[src/rtl/fs_accel_obuf_seq_if.sv]
// Bus bundle for the output-buffer sequencer: result stream in, obuf load port, memory write port.
// No latency of its own; pure wiring between the sequencer and its neighbours.
// Backpressure: res_valid/res_ready and mem_valid/mem_ready are standard valid/ready pairs.
interface fs_accel_obuf_seq_if #(
    parameter int ADDR_W = 32
);
    // Result stream from the PE array
    logic              res_valid;
    logic [31:0]       res_data;
    logic              res_ready;

    // obuf register port
    logic [31:0]       obuf_di;
    logic              obuf_ld_wrn;
    logic              obuf_enb;
    logic [31:0]       obuf_do;

    // Memory write port
    logic              mem_valid;
    logic              mem_ready;
    logic [ADDR_W-1:0] mem_addr;
    logic [31:0]       mem_wdata;

    // Sequencer side
    modport master (
        input  res_valid,
        input  res_data,
        output res_ready,
        output obuf_di,
        output obuf_ld_wrn,
        output obuf_enb,
        input  obuf_do,
        output mem_valid,
        input  mem_ready,
        output mem_addr,
        output mem_wdata
    );

    // Environment side: datapath, obuf register and memory bus
    modport slave (
        output res_valid,
        output res_data,
        input  res_ready,
        input  obuf_di,
        input  obuf_ld_wrn,
        input  obuf_enb,
        output obuf_do,
        input  mem_valid,
        output mem_ready,
        input  mem_addr,
        input  mem_wdata
    );
endinterface

[src/rtl/fs_accel_obuf_seq.sv]
// Output-buffer sequencer: per job, captures NUM result words into the obuf and writes each
// to consecutive memory addresses. 2 cycles/word minimum, start-to-done 2*N+1 cycles minimum.
// Backpressure: res_valid low stalls in CAPT, mem_ready low stalls in WRITE; nothing is dropped.
// Optional macro FS_OBUF_RELU_EN: clamp negative result words to zero on the obuf load path.
module fs_accel_obuf_seq #(
    parameter int ADDR_W    = 32,
    parameter int CNT_W     = 16,
    parameter int ADDR_STEP = 4
) (
    input  logic                      clk,
    input  logic                      resetn,
    input  logic                      start,
    input  logic [ADDR_W-1:0]         base_addr,
    input  logic [CNT_W-1:0]          num_words,
    output logic                      busy,
    output logic                      done,
    fs_accel_obuf_seq_if.master       bus
);

    localparam logic [1:0] IDLE  = 2'd0;
    localparam logic [1:0] CAPT  = 2'd1;
    localparam logic [1:0] WRITE = 2'd2;
    localparam logic [1:0] DONE  = 2'd3;

    localparam logic [ADDR_W-1:0] STEP = ADDR_W'(ADDR_STEP);
    localparam logic [CNT_W-1:0]  ONE  = CNT_W'(1);

    logic [1:0]        state;
    logic [ADDR_W-1:0] cur_addr;
    logic [CNT_W-1:0]  remain;
    logic [31:0]       load_dat;

    // Data presented to the obuf; optionally rectified so negative words store as zero
`ifdef FS_OBUF_RELU_EN
    assign load_dat = bus.res_data[31] ? 32'h0000_0000 : bus.res_data;
`else
    assign load_dat = bus.res_data;
`endif

    // Job sequencing: state, running address and words-left counter
    always_ff @(posedge clk) begin
        if (!resetn) begin
            state    <= IDLE;
            cur_addr <= '0;
            remain   <= '0;
        end else begin
            case (state)
                IDLE: begin
                    if (start) begin
                        if (num_words != '0) begin
                            cur_addr <= base_addr;
                            remain   <= num_words;
                            state    <= CAPT;
                        end else begin
                            // Empty job: report completion without touching either bus
                            state <= DONE;
                        end
                    end
                end
                CAPT: begin
                    if (bus.res_valid) begin
                        state <= WRITE;
                    end
                end
                WRITE: begin
                    if (bus.mem_ready) begin
                        cur_addr <= cur_addr + STEP;
                        remain   <= remain - ONE;
                        // Decide on the pre-decrement value so remain never goes below zero
                        state    <= (remain == ONE) ? DONE : CAPT;
                    end
                end
                DONE: begin
                    state <= IDLE;
                end
                default: begin
                    state <= IDLE;
                end
            endcase
        end
    end

    // Bus outputs decoded from state; the obuf load strobe follows the result handshake
    always_comb begin
        busy            = (state != IDLE);
        done            = (state == DONE);
        bus.res_ready   = 1'b0;
        bus.obuf_enb    = 1'b0;
        bus.obuf_ld_wrn = 1'b0;
        bus.obuf_di     = 32'h0000_0000;
        bus.mem_valid   = 1'b0;
        bus.mem_addr    = cur_addr;
        bus.mem_wdata   = bus.obuf_do;
        case (state)
            CAPT: begin
                bus.res_ready = 1'b1;
                if (bus.res_valid) begin
                    bus.obuf_enb    = 1'b1;
                    bus.obuf_ld_wrn = 1'b1;
                    bus.obuf_di     = load_dat;
                end
            end
            WRITE: begin
                bus.mem_valid = 1'b1;
            end
            default: begin
            end
        endcase
    end

endmodule

[src/flat_wrapper.sv]
// flat-port wrapper written by rule: the top's interface ports become plain ports
module fs_accel_obuf_seq_flat 
#(
    parameter int ADDR_W    = 32,
    parameter int CNT_W     = 16,
    parameter int ADDR_STEP = 4
)
  (clk, resetn, start, base_addr, num_words, busy, done, bus_res_valid, bus_res_data, bus_res_ready, bus_obuf_di, bus_obuf_ld_wrn, bus_obuf_enb, bus_obuf_do, bus_mem_valid, bus_mem_ready, bus_mem_addr, bus_mem_wdata);
  fs_accel_obuf_seq_if #(.ADDR_W(ADDR_W)) bus_i ();
  input  logic clk;
  input  logic resetn;
  input  logic start;
  input  logic [ADDR_W-1:0] base_addr;
  input  logic [CNT_W-1:0] num_words;
  output logic busy;
  output logic done;
  input wire logic [$bits(bus_i.res_valid)-1:0] bus_res_valid;
  input wire logic [$bits(bus_i.res_data)-1:0] bus_res_data;
  output wire logic [$bits(bus_i.res_ready)-1:0] bus_res_ready;
  output wire logic [$bits(bus_i.obuf_di)-1:0] bus_obuf_di;
  output wire logic [$bits(bus_i.obuf_ld_wrn)-1:0] bus_obuf_ld_wrn;
  output wire logic [$bits(bus_i.obuf_enb)-1:0] bus_obuf_enb;
  input wire logic [$bits(bus_i.obuf_do)-1:0] bus_obuf_do;
  output wire logic [$bits(bus_i.mem_valid)-1:0] bus_mem_valid;
  input wire logic [$bits(bus_i.mem_ready)-1:0] bus_mem_ready;
  output wire logic [$bits(bus_i.mem_addr)-1:0] bus_mem_addr;
  output wire logic [$bits(bus_i.mem_wdata)-1:0] bus_mem_wdata;
  assign bus_i.res_valid = bus_res_valid;
  assign bus_i.res_data = bus_res_data;
  assign bus_res_ready = bus_i.res_ready;
  assign bus_obuf_di = bus_i.obuf_di;
  assign bus_obuf_ld_wrn = bus_i.obuf_ld_wrn;
  assign bus_obuf_enb = bus_i.obuf_enb;
  assign bus_i.obuf_do = bus_obuf_do;
  assign bus_mem_valid = bus_i.mem_valid;
  assign bus_i.mem_ready = bus_mem_ready;
  assign bus_mem_addr = bus_i.mem_addr;
  assign bus_mem_wdata = bus_i.mem_wdata;
  fs_accel_obuf_seq #(.ADDR_W(ADDR_W), .CNT_W(CNT_W), .ADDR_STEP(ADDR_STEP)) u_core (.clk(clk), .resetn(resetn), .start(start), .base_addr(base_addr), .num_words(num_words), .busy(busy), .done(done), .bus(bus_i));
endmodule
[config.mk]
export PLATFORM = sky130hd
export DESIGN_NAME = fs_accel_obuf_seq_flat
export DESIGN_NICKNAME = d
export VERILOG_FILES = /design/src/rtl/fs_accel_obuf_seq_if.sv /design/src/rtl/fs_accel_obuf_seq.sv /design/src/flat_wrapper.sv
export SDC_FILE = /design/constraint.sdc
export NUM_CORES = 1
export LEC_CHECK = 0
export BUFFER_PORTS_ARGS = -buffer_cell sky130_fd_sc_hd__buf_2
export CELL_PAD_IN_SITES_DETAIL_PLACEMENT = 0
export CELL_PAD_IN_SITES_GLOBAL_PLACEMENT = 1
export CORE_UTILIZATION = 27
export DETAILED_ROUTE_END_ITERATION = 10
export PLACE_DENSITY_LB_ADDON = 0.1
export SETUP_SLACK_MARGIN = 0.05
export SLEW_MARGIN = 20
export SYNTH_ARGS = -nofsm -noshare
export SYNTH_HDL_FRONTEND = slang
export SYNTH_SLANG_ARGS = --single-unit
[constraint.sdc]
create_clock -name clk -period 1.9 [get_ports clk]
set_input_delay 0.095 -clock clk [delete_from_list [all_inputs] [get_ports clk]]
set_output_delay 0.095 -clock clk [all_outputs]
set_load 0.02 [all_outputs]
==> metrics.md <==
| Metric | Value |
|---|---|
| Run status | completed |
| Core area | between 0.01 and 0.015 mm2 |
| Leak Pwr | 2.49 nW |
| Top Metal Used | met4 |
| Maximum number of pins on one net before global-route repair | 36 |
| Slew at the pin closest to its max-slew limit | ~480 ps |
| Final Wtd Congestion | 0.840 |
| Largest delay contributor family on the critical path | simple AND/OR/NAND/NOR gates |
| Cell chain of the critical path | nand4_1 -> buf_4 -> or4_4 -> o31ai_2 -> a21oi_1 -> a311oi_1 |
| Clock input transition at the sequential cells of the worst setup and hold paths | roughly 70 ps |
| Synthesized area divided by synthesized cell count | 7.29 um2 |
| Starting Density | 27.8% |
| Final setup slack of the worst path | 102 ps |
| Primary FF master, synth | sky130_fd_sc_hd__dfxtp_1 |
| Total I/O pin count | 219 |
| Setup repair after global routing missed its margin | yes |
| Total wire length | 14.7 mm |
| Number of cells after detailed placement | 836 |
| Post-route fraction of the period consumed by the critical path | between 90% and 100% |
| Type of the worst min-delay path | primary input to flip-flop |
| Achievable clock frequency | 0.556 GHz |
| Dpl hpwl | 10.9 mm |
| Number of standard cells after synthesis | 510 |
| Hold violation total from the final report | 0 |
| PnR Total Power | 0.00349 W |
| Tot GR Track Use | approximately a fifth |
| Die area | 0.0142 mm2 |
| Number of cell rows | 42 |
| Number of nets in the layout | ~800 |
| Post-Syn Area | 0.00372 mm2 |
| Antenna Cells | 0 |
| Ratio of routed vias to standard cells | 5.28 |
| P per Cell Area | ~670 mW/mm2 |
| Largest fanout of any net on the critical path | 3 |
| Worst setup skew after layout | 7.61 ps |
| Crit. End Element | flip-flop |
| Peak supply drop | 0.335 mV |
| Metal3 WL | 948 um |
| Area growth syn-to-layout | 40.1% |
| TritonCTS sink count | 50 |
| TNS Setup | 0 ps |
| CP bufs+invs | 1 |
| Max Cap Viol | 0 |
| Number of antenna violations at the first check in global routing | 0 |
| Slowest stage cell, crit path | sky130_fd_sc_hd__or4_4 |
| Yosys reg bits | 50 |
| Sequential area share after synthesis | 26.9% |
| X dimension of the die | roughly 120 um |
| Met2 layer wire length in the routed design | 6.87 mm |
| Antenna-violating nets left | 0 |
| Worst-skew pair later-pin latency | around 300 ps |
| CTS HTree Levels | 2 |
| Cts bufs inserted | 5 |
| Height of the chip | between 100 and 150 um |
| Number of design rule violations left after detail routing | 0 |
| Global-route wire length before repair | around 23 mm |
| Required @ worst endpoint | approximately 2100 ps |
| Number of buffers inserted by hold repair at cts | 0 |
| Overflow left after global routing | 0 |
| Worst slew slack as a fraction of its limit | 67.9% |
| Proportion of synthesized flip-flops having asynchronous set or reset | 0% |
| Nature of the critical path startpoint | flip-flop |
| Average wire per cell in the routed design | 17.2 um |
| Count of endpoints failing setup in the final report | 0 |
| Classification of the worst setup path | flip-flop to flip-flop |
| Finished Layout Cells | 855 |
| Count of final max-slew check failures | 0 |
| Net count after synthesis | 630 |
| Router iterations before antenna repair | 6 |
| Clock tree buffer depth | 2 |
| Netlist cell types | 63 |
| Final critical-path required period | about 1800 ps |
| Number of enable-type register cells in the synthesized netlist | 0 |
| DRT met1 WL | 6.75 mm |
| Worst slack at placement | ~22 ps |
| DR iter-0 viols | 238 |
| Critical Path AT | roughly 2000 ps |
| Fraction of layout cells with a size suffix above 1 | around 41% |
| IO Port Bufs | 154 |
| Routed vias | 4518 |
| Critical path's largest stage delay | 570 ps |
| Vias in the first global route | 4372 |
| CTS tree | done |
| Warning count from the yosys run | 0 |
| Buffer cell driving the clock tree root | sky130_fd_sc_hd__clkbuf_16 |
cell families (layout without fill, tap and decap cells):
| logic type | count (synthesis) | count (layout) | share of synthesized area [%] |
|---|---|---|---|
| AO/OA/AOI/OAI | 156 | 156 | 27.2 |
| XOR/XNOR | 5 | 5 | 1.18 |
| adder cells (fa/ha/maj) | 3 | 3 | 1.01 |
| buffers and inverters | 83 | 252 | 12.1 |
| flip-flops | 50 | 50 | 26.9 |
| multiplexers | 3 | 3 | 0.808 |
| AND/OR/NAND/NOR | 210 | 210 | 30.8 |
timing repair:
item / CTS / global route
pin swaps: 4 / 10
endpoints found under the setup margin: 6 / 26
buffers inserted: 5 / 7
resized for setup: 1 / 22
endpoints found under the hold margin: 0 / 0
Yosys cell counts, drive strengths merged (4+ instances only):
cell	number	area share, %
buf	41	7.8
a311oi	6	1.4
o21ai	36	4.8
clkbuf	27	2.7
nor2	42	4.2
nor4	16	3.1
nor3	12	1.9
o31ai	4	0.81
o32ai	7	1.6
dfxtp	50	27
nor2b	4	0.67
nand3	13	1.8
inv	13	1.3
or3	4	0.67
nand2	47	4.7
o22ai	5	0.84
o211ai	4	0.81
and3	37	6.2
a31oi	5	0.84
nand4	10	1.7
or4	4	1.0
and4	4	0.94
a21oi	49	6.6
a211oi	8	1.8
or2	6	1.0
a21o	5	1.0
area by class of cell:
class                   count  area (um2)
fillers                  1433        8140
multi-input cells         377        2390
repair buffers            230        1380
flip-flops and latches     50        1020
well taps                 176         220
clock buffers               7         143
inverters                  15        56.3
cells in the final DEF (no fill, tap or decap), drive strengths merged, types with 5 or more instances in the layout:
master / Yosys / routed
or2: 6 / 6
nor2: 42 / 42
a211oi: 8 / 8
and3: 37 / 37
nor3: 12 / 12
a31oi: 5 / 5
inv: 13 / 13
nand4: 10 / 10
buf: 41 / 230
o22ai: 5 / 5
a311oi: 6 / 6
nand2: 47 / 47
a21oi: 49 / 49
a21o: 5 / 5
clkbuf: 27 / 7
o32ai: 7 / 7
o21ai: 36 / 36
nor4: 16 / 16
nand3: 13 / 13
dfxtp: 50 / 50
routing by layer:
metal | vias up | global-route usage, %
met2 | 180 | 35.2
met3 | 8 | 3.74
li1 | 2202 | -
met1 | 2128 | 26.6
met5 | - | 0
met4 | 0 | 4.30
worst paths after layout:
kind	startpoint	endpoint	slack (ps)	depth (start not counted)
max	u_core.bus.mem_addr[14]	u_core.bus.mem_addr[20]	100	6
min	base_addr[0]	u_core.bus.mem_addr[0]	40	3
max reg2reg	u_core.bus.mem_addr[14]	u_core.bus.mem_addr[20]	100	6
min reg2reg	u_core.remain[14]	u_core.remain[14]	480	2
metrics by stage:
stage	cell area [um2]	hold WS [ps]	utilization, %
after floorplan	3760	239	-
after global placement	4890	190	36.6
after detailed placement	4890	190	36.6
after CTS	5070	41.6	38.0
after global routing	5210	72.7	39.0
final	5210	42.8	39.0
registers in the layout (all words and copies together) (netlist names):
| signal | flops |
|---|---|
| u_core.bus.mem_addr | 32 |
| u_core.remain | 16 |
| u_core.state | 2 |
report_power, final:
group / leakage (nW) / internal (W) / total [W] / switching (W)
Clock: 0.0700 / 0.000519 / 0.000933 / 0.000413
Combinational: 2.00 / 0.000559 / 0.00129 / 0.000736
Sequential: 0.416 / 0.00116 / 0.00127 / 0.000105
Total: 2.49 / 0.00224 / 0.00349 / 0.00125
tightest hold or removal path, cell delays in order:
cell,delay [ps]
sky130_fd_sc_hd__buf_2,80
sky130_fd_sc_hd__mux2i_1,50
sky130_fd_sc_hd__nor2_1,70
Note: power is estimated with default switching activity, not from simulation.
